### src/rtl/ahb_master_arb.sv
`default_nettype none
// ============================================================================
// ahb_master_arb : AHB-Lite multi-master arbiter (IDLE/OWN/LOCK), registered
// grant. Optional round-robin via AHB_ARB_RR_EN.  Revision: 1.0
// ============================================================================
module ahb_master_arb #(
  parameter int NM = 3,
  parameter int MW = 2
) (
  input  logic          clk,
  input  logic          rst_n,
  input  logic [NM-1:0] hreq,
  input  logic [NM-1:0] hlock,
  input  logic [1:0]    htrans,
  input  logic          hready,
  output logic [NM-1:0] hgrant,
  output logic [MW-1:0] hmaster,
  output logic [MW-1:0] hmaster_d,
  output logic          hmastlock
);

  typedef enum logic [1:0] {
    S_IDLE = 2'd0,
    S_OWN  = 2'd1,
    S_LOCK = 2'd2
  } state_e;

  state_e        state_q;
  logic [NM-1:0] hgrant_q;
  logic [MW-1:0] hmaster_q;
  logic [MW-1:0] hmdata_q;
  logic          mastlock_q;

  logic          w_win_valid;
  logic [MW-1:0] w_win_idx;
  logic          w_lock_keep;
  logic          w_xfer_bound;
  logic          w_arb_pt;
  int            w_idx;

`ifdef AHB_ARB_RR_EN
  logic [MW-1:0] ptr_q;
  logic [MW-1:0] ptr_d;
`endif

  // Winner search: descending loop so the lowest search offset is the final writer.
  always_comb begin
    w_win_valid = 1'b0;
    w_win_idx   = '0;
    w_idx       = 0;
    for (int k = NM - 1; k >= 0; k--) begin
`ifdef AHB_ARB_RR_EN
      w_idx = int'(ptr_q) + k;
      if (w_idx >= NM) w_idx = w_idx - NM;
`else
      w_idx = k;
`endif
      if (hreq[w_idx]) begin
        w_win_valid = 1'b1;
        w_win_idx   = MW'(w_idx);
      end
    end
  end

`ifdef AHB_ARB_RR_EN
  assign ptr_d = (w_win_idx == MW'(NM - 1)) ? '0 : w_win_idx + 1'b1;
`endif

  // A lock bit only counts while its master is also requesting.
  assign w_lock_keep  = hreq[hmaster_q] & hlock[hmaster_q];
  assign w_xfer_bound = (htrans == 2'b00) || (htrans == 2'b10);
  assign w_arb_pt     = (state_q == S_IDLE) ? 1'b1 :
                        (hready && w_xfer_bound &&
                         !((state_q == S_LOCK) && w_lock_keep));

  always_ff @(posedge clk) begin
    if (!rst_n) begin
      state_q    <= S_IDLE;
      hgrant_q   <= '0;
      hmaster_q  <= '0;
      hmdata_q   <= '0;
      mastlock_q <= 1'b0;
`ifdef AHB_ARB_RR_EN
      ptr_q      <= '0;
`endif
    end else begin
      if (hready) hmdata_q <= hmaster_q;
      if (w_arb_pt) begin
        if (w_win_valid) begin
          state_q    <= hlock[w_win_idx] ? S_LOCK : S_OWN;
          hgrant_q   <= NM'(1) << w_win_idx;
          hmaster_q  <= w_win_idx;
          mastlock_q <= hlock[w_win_idx];
`ifdef AHB_ARB_RR_EN
          ptr_q      <= ptr_d;
`endif
        end else begin
          // Nobody wants the bus: release it but remember the last owner index.
          state_q    <= S_IDLE;
          hgrant_q   <= '0;
          mastlock_q <= 1'b0;
        end
      end
    end
  end

  assign hgrant    = hgrant_q;
  assign hmaster   = hmaster_q;
  assign hmaster_d = hmdata_q;
  assign hmastlock = mastlock_q;

endmodule
`default_nettype wire

### config.mk
export PLATFORM = sky130hd
export DESIGN_NAME = ahb_master_arb
export DESIGN_NICKNAME = d
export VERILOG_FILES = /design/src/rtl/ahb_master_arb.sv
export SDC_FILE = /design/constraint.sdc
export NUM_CORES = 1
export LEC_CHECK = 0
export CAP_MARGIN = 20
export CORE_AREA = 2 2 39 41
export CTS_CLUSTER_SIZE = 10
export DETAILED_ROUTE_END_ITERATION = 8
export DIE_AREA = 0 0 41 43
export PLACE_DENSITY_LB_ADDON = 0.15
export SYNTH_ARGS = -nofsm -noshare
export SYNTH_HDL_FRONTEND = slang
export SYNTH_SLANG_ARGS = --single-unit
export TNS_END_PERCENT = 10
### constraint.sdc
create_clock -name clk -period 3.2 [get_ports clk]
set_input_delay 0.48 -clock clk [delete_from_list [all_inputs] [get_ports clk]]
set_output_delay 0.48 -clock clk [all_outputs]
set_load 0.02 [all_outputs]
==> results by group, run 1 <==
Detailed routing
  • Routed length per placed instance: 13.4 um
  • DR DRC count: 0
  • ANT nets after route: 0
  • Initial drt markers: 13
  • Total Wirelength: ~1200 um
  • Vias: between 500 and 600
  • DRT Pass-1 Iters: 4
  • DR vias/cell: 5.75

Worst setup path
  • Critical R2R Capture: hmaster[0]
  • Slowest CP cell: clkdlybuf4s50_1
  • WP buf/inv: 1
  • Crit-path max cell delay: roughly 0.6 ns
  • CP Launch Type: input port
  • R2R depth: 4
  • CP max FO: 7
  • Crit path arrival time: roughly 2.1 ns
  • Top delay family on crit path: compound AO/OA/AOI/OAI gates
  • Crit path capture type: register
  • Type of the worst setup path: in -> reg
  • Reg-to-reg slack, setup: around 1.7 ns
  • Critical path cell sequence: clkdlybuf4s50_1, nand3b_1, a221o_1, o21ai_0, o22ai_1
  • WP data required: roughly 3.3 ns
  • R2R Path Start: hmaster[1]

Cells and area
  • Area delta synth->final: 45.5%
  • Nets: 88
  • Number of diodes: 0
  • FF/Latch Area: ~180 um2
  • Area of the multi-input gates: roughly 290 um2
  • Fin util: roughly half
  • Layout cells sized above 1: approximately 5.3%
  • # fillers: ~140

Global routing
  • Largest net degree at the start of global routing: 9
  • First-pass GRT wire length: ~2000 um
  • Antenna violations before repair: 0
  • Grt ovf: 0
  • GRT Util Overall: between 15 and 20%
  • Vias in the first global route: 483

Placed design
  • Place WS: about 1.0 ns
  • IO Port Bufs: 17
  • RD Place Congestion: approximately 0.84
  • Detailed Place HPWL: 909 um

CTS
  • Post-CTS Setup Inserts: 0
  • Max Buffers Root-to-Sink: 2
  • Skew-Pair Late Insertion Delay: approximately 0.26 ns
  • Total CTS buffers: 3
  • TritonCTS clock tree: built
  • Hold Buf Count CTS: 0
  • Root Driver: clkbuf_4
  • Resized cells post-CTS: 0
  • CTS clk-pin slew, worst paths: 0.06 ns
  • Clk sinks: 9
  • # H-tree levels: 1

Yosys
  • Largest area contributor in the netlist: dfxtp_1
  • Syn_nets: 66
  • Synthesized area: about 480 um2
  • Synthesized instance count: 55
  • Avg Cell Area, Syn: just under 9 um2
  • Synth area leaders: dfxtp_1 38%, a21oi_1 7.4%, o211ai_1 6.3%
  • Seq cells post-synth: 9
  • Yosys warns: 0
  • Synth top area share: 37.9%
  • Register area share after synthesis: a little under two fifths
  • Distinct cells, synth: 24

Floorplan
  • Core Box Area: about 0.0014 mm2
  • Initial Util: 34.4%
  • Die Ht: 43 um
  • Die W: 41 um
  • IO Pins: 19
  • # rows: 14
  • Die Footprint: around 0.0018 mm2

Timing
  • Achievable Freq: just over 500 MHz
  • Worst Tran Pin Value: 0.551 ns
  • Final setup fails: 0
  • Final Slew Violations: 0
  • Final worst slack: ~1.3 ns
  • Hold_ws: 0.491 ns
  • Fin crit share: 60.1%
  • RSZ-0062 raised after global routing: no
  • Hold Violations, Final: 0
  • Setup TNS: 0 ns
  • Slew HR: 63.1%
  • Setup Skew: around 0.0022 ns
  • Post-layout minimum cycle time: about 1.9 ns

Power and ir drop
  • Worst vdd ir: about 250 uV
  • Power per Cell Area: approximately 460 mW/mm2
  • LEAKAGE: 0.255 nW

Hold path
  • Hold Path End: state_q[1]
  • Worst min-delay path class: reg -> reg
  • Hold path depth: 2
  • Critical hold path startpoint: state_q[1]

Flow run
  • Max-cap violations: 0

Outcome
  • Status: finished, final reports clean
state kept, by name, summed over array words and instances, names as in the netlist:
| register | count |
|---|---|
| hgrant | 3 |
| hmaster | 2 |
| hmaster_d | 2 |
| state_q | 2 |
logic make-up (layout without fill, tap and decap cells):
kind of cell    Yosys count  after routing  share of synthesized area, %
compound gates           27             27                          39.7
simple gates             15             15                          16.6
mux                       2              2                          4.21
flops                     9              9                          37.9
buf+inv                   2             23                          1.58
synthesized netlist by cell type:
master / count
dfxtp_1: 9
a21oi_1: 7
nor2_1: 5
o211ai_1: 4
nand2_1: 3
a211oi_1: 2
inv_1: 2
mux2i_1: 2
nand3b_1: 2
nor2b_1: 2
o21a_1: 2
o21ai_0: 2
o31ai_1: 2
a21boi_0: 1
a21o_1: 1
a221o_1: 1
and3b_1: 1
nand3_1: 1
o21bai_1: 1
o221a_1: 1
o22a_2: 1
o22ai_1: 1
o32ai_1: 1
or2b_1: 1
routing by layer:
metal	vias up	wire length [um]	track usage [%]
met2	24	557	28.7
met5	-	0	0
met1	243	551	17.5
met4	0	25	6.00
li1	258	-	-
met3	4	103	8.38
area by class of cell:
cell class	count	area share, %
Timing Repair Buffer	17	24.6
Inverter	2	1.08
Tap cell	16	2.89
Multi-Input combinational cell	44	41.6
Sequential cell	9	26.0
Clock buffer	4	3.80
per-stage QoR:
stage | cells | total power [mW] | instance area, um2
2_1_floorplan | 55 | 0.191 | 475
3_3_place_gp | 88 | 0.235 | 666
5_1_grt | 92 | 0.342 | 692
3_5_place_dp | 88 | 0.236 | 666
6_report | 92 | 0.321 | 692
4_1_cts | 92 | 0.325 | 692
power breakdown:
part | switching, mW | internal [mW] | leakage (nW)
sequential | 0.00996 | 0.123 | 0.0738
combinational | 0.0532 | 0.0481 | 0.166
clock | 0.0380 | 0.0480 | 0.0150
how the worst max path moves through the flow:
stage	startpoint	end	slack, ns	depth (start not counted)
after detailed placement	hreq[2]	hgrant[1]	1.03	5
after global placement	hreq[2]	hmaster[0]	1.04	5
after global routing	hreq[2]	hmaster[0]	1.16	5
after floorplan	hready	hmaster[1]	1.70	4
final	hreq[2]	hmaster[0]	1.28	5
after CTS	hreq[2]	hmaster[0]	1.31	5
cells in the final DEF (no fill, tap or decap), drive strengths merged, types with 3 or more instances in the layout:
master | Yosys | layout
nor2 | 5 | 5
o211ai | 4 | 4
clkbuf | 0 | 4
a21oi | 7 | 7
nand2 | 3 | 3
clkdlybuf4s50 | 0 | 17
dfxtp | 9 | 9
worst reg2reg max path, delay by kind of cell, from the launching register on:
family             cells  cell delay (ns)
AOI/OAI and AO/OA      3             0.84
and+or+nand+nor        1             0.21
DFF                    1             0.36
No activity file was read; power rests on OpenSTA's default activity.
==> inputs of run 2 (changes only) <==
==> constraint.sdc (replaced) <==
create_clock -name clk -period 1.87 [get_ports clk]
set_input_delay 0.2805 -clock clk [delete_from_list [all_inputs] [get_ports clk]]
set_output_delay 0.2805 -clock clk [all_outputs]
set_load 0.02 [all_outputs]
==> results by group, run 2 (same netlist as run 1, synthesis figures left out) <==
Outcome
  • Status: finished, final reports clean

CTS
  • Resized cells post-CTS: 0 (unchanged)
  • Root Driver: clkbuf_4
  • Post-CTS Setup Inserts: 0 (unchanged)
  • Clk sinks: 9 (unchanged)
  • Total CTS buffers: 3 (unchanged)
  • Hold Buf Count CTS: 0 (unchanged)
  • TritonCTS clock tree: built
  • Max Buffers Root-to-Sink: 2 (unchanged)
  • # H-tree levels: 1 (unchanged)
  • Skew-Pair Late Insertion Delay: 0.26 ns (about the same)
  • CTS clk-pin slew, worst paths: 0.06 ns (about the same)

Worst setup path
  • Crit path capture type: primary output
  • WP buf/inv: 1 (unchanged)
  • Critical path cell sequence: clkdlybuf4s50_1
  • CP Launch Type: register
  • CP max FO: 6 (-1)
  • Slowest CP cell: clkdlybuf4s50_1
  • Type of the worst setup path: reg -> out
  • Crit-path max cell delay: 0.65 ns (+0.05 ns)
  • WP data required: 1.59 ns (-1.75 ns)
  • Top delay family on crit path: buffers and inverters
  • Crit path arrival time: 1.35 ns (-0.71 ns)

Cells and area
  • Max reg flops: 3 (unchanged)
  • Commonest non-fill, non-tap cell in the layout: clkdlybuf4s50_1
  • Layout cells sized above 1: 11.1% (+5.8 points)
  • Number of diodes: 0 (unchanged)
  • Post-Layout Inst Area: 729 um2 (+5.4%)
  • Commonest non-fill, non-tap cells in the layout: 17 x clkdlybuf4s50_1, 9 x dfxtp_1, 7 x a21oi_1
  • Area delta synth->final: 53.4%
  • Nets: 93 (+5.7%)

Power and ir drop
  • Worst vdd ir: 310 uV (+22%)
  • Power per Cell Area: 780 mW/mm2 (+68%)
  • LEAKAGE: 0.279 nW (+9.5%)

Floorplan
  • Die Footprint: 0.00176 mm2 (unchanged)
  • # rows: 14 (unchanged)
  • IO Pins: 19 (unchanged)
  • Die W: 41 um (unchanged)
  • Initial Util: 34.4% (unchanged)
  • Core Box Area: 0.00138 mm2 (unchanged)
  • Die Ht: 43 um (unchanged)

Placed design
  • Detailed Place HPWL: 954 um (+4.9%)
  • Place WS: -0.00744 ns (-1.04 ns)
  • Placed inst area: 703 um2 (+5.6%)
  • RD Place Congestion: 0.810 (-3.7%)
  • IO Port Bufs: 17 (unchanged)

Detailed routing
  • Metal-1 WL: 585 um (+6.2%)
  • DR DRC count: 0 (unchanged)
  • Initial drt markers: 10 (-3)
  • DR vias/cell: 5.35 (-6.9%)
  • Max layer used: met4
  • Total Wirelength: 1300 um (+4.8%)
  • Routed length per placed instance: 13.4 um (-0.63%)
  • Routed wl met3: 85 um (-17%)
  • Met2 WL post-DR: 612 um (+9.9%)
  • Vias: 519 (-1.9%)
  • ANT nets after route: 0 (unchanged)
  • DRT Pass-1 Iters: 4 (unchanged)

Timing
  • Hold Violations, Final: 0 (unchanged)
  • Achievable Freq: between 600 and 700 MHz
  • RSZ-0062 raised after global routing: no
  • Final worst slack: 0.239 ns (-1.04 ns)
  • Final Slew Violations: 0 (unchanged)
  • Setup Skew: 0.00352 ns (+0.00127 ns)
  • Slew HR: 78.9% (+16 points)
  • Fin crit share: between 80% and 90%
  • Final setup fails: 0 (unchanged)
  • Worst Tran Pin Value: 0.314 ns (-0.237 ns)
  • Post-layout minimum cycle time: around 1.6 ns
  • Hold_ws: 0.491 ns (+0.000383 ns)

Global routing
  • First-pass GRT wire length: 2140 um (+6.2%)
  • Vias in the first global route: 490 (+1.4%)
  • GRT Util Overall: 18.2% (+1.0 points)
  • Antenna violations before repair: 0 (unchanged)
  • Grt ovf: 0 (unchanged)
  • Largest net degree at the start of global routing: 8 (-1)

Flow run
  • Max-cap violations: 0 (unchanged)

Hold path
  • Worst min-delay path class: reg -> reg
==> run 2: metal layers <==
layer,vias to the layer above,global-route usage [%]
li1,266,-
met1,234,21.8
met2,17,27.8
met3,2,8.38
met4,0,6.00
met5,-,0
==> run 2: cell type report <==
cell class	instances	area [um2]
Multi-Input combinational cell	44	288
Fill cell	142	654
Timing Repair Buffer	22	208
Inverter	2	7.51
Clock buffer	4	26.3
Sequential cell	9	180
Tap cell	16	20.0
==> run 2: path summary, 6_finish.rpt <==
check        slack [ns]          to  cells past startpoint        from
min                0.49   hgrant[0]                      2   hgrant[0]
max reg2reg        0.38  hmaster[1]                      4  hmaster[1]
max                0.24  hmaster[1]                      1  hmaster[1]
min reg2reg        0.49   hgrant[0]                      2   hgrant[0]
==> run 2: worst register-to-register path, delay by kind of cell (launching register included) <==
family           cells  cell delay (ns)
AND/OR/NAND/NOR      1             0.20
flip-flops           1             0.37
AO/OA/AOI/OAI        3             0.81
==> run 2: report_power, final <==
part | internal, mW | leakage, nW | switching [mW]
clock network | 0.0824 | 0.0150 | 0.0696
registers | 0.211 | 0.0738 | 0.0186
logic | 0.0930 | 0.190 | 0.0942
==> run 2: metrics by stage <==
stage | power (mW) | util [%] | instances | TNS (ns)
2_1_floorplan | 0.328 | - | 55 | 0
3_5_place_dp | 0.418 | 50.8 | 93 | -0.00958
3_3_place_gp | 0.417 | 50.8 | 93 | 0
4_1_cts | 0.572 | 52.7 | 97 | 0
5_1_grt | 0.606 | 52.7 | 97 | 0
6_report | 0.569 | 52.7 | 97 | 0
==> inputs of run 3 (changes only) <==
--- a/config.mk
+++ b/config.mk
@@ -11,6 +11,7 @@
 export DETAILED_ROUTE_END_ITERATION = 8
 export DIE_AREA = 0 0 41 43
 export PLACE_DENSITY_LB_ADDON = 0.15
+export SETUP_SLACK_MARGIN = 0.15
 export SYNTH_ARGS = -nofsm -noshare
 export SYNTH_HDL_FRONTEND = slang
 export SYNTH_SLANG_ARGS = --single-unit
==> results of run 3 <==
The final DEF is identical to that of run 2; final timing and power are the same.
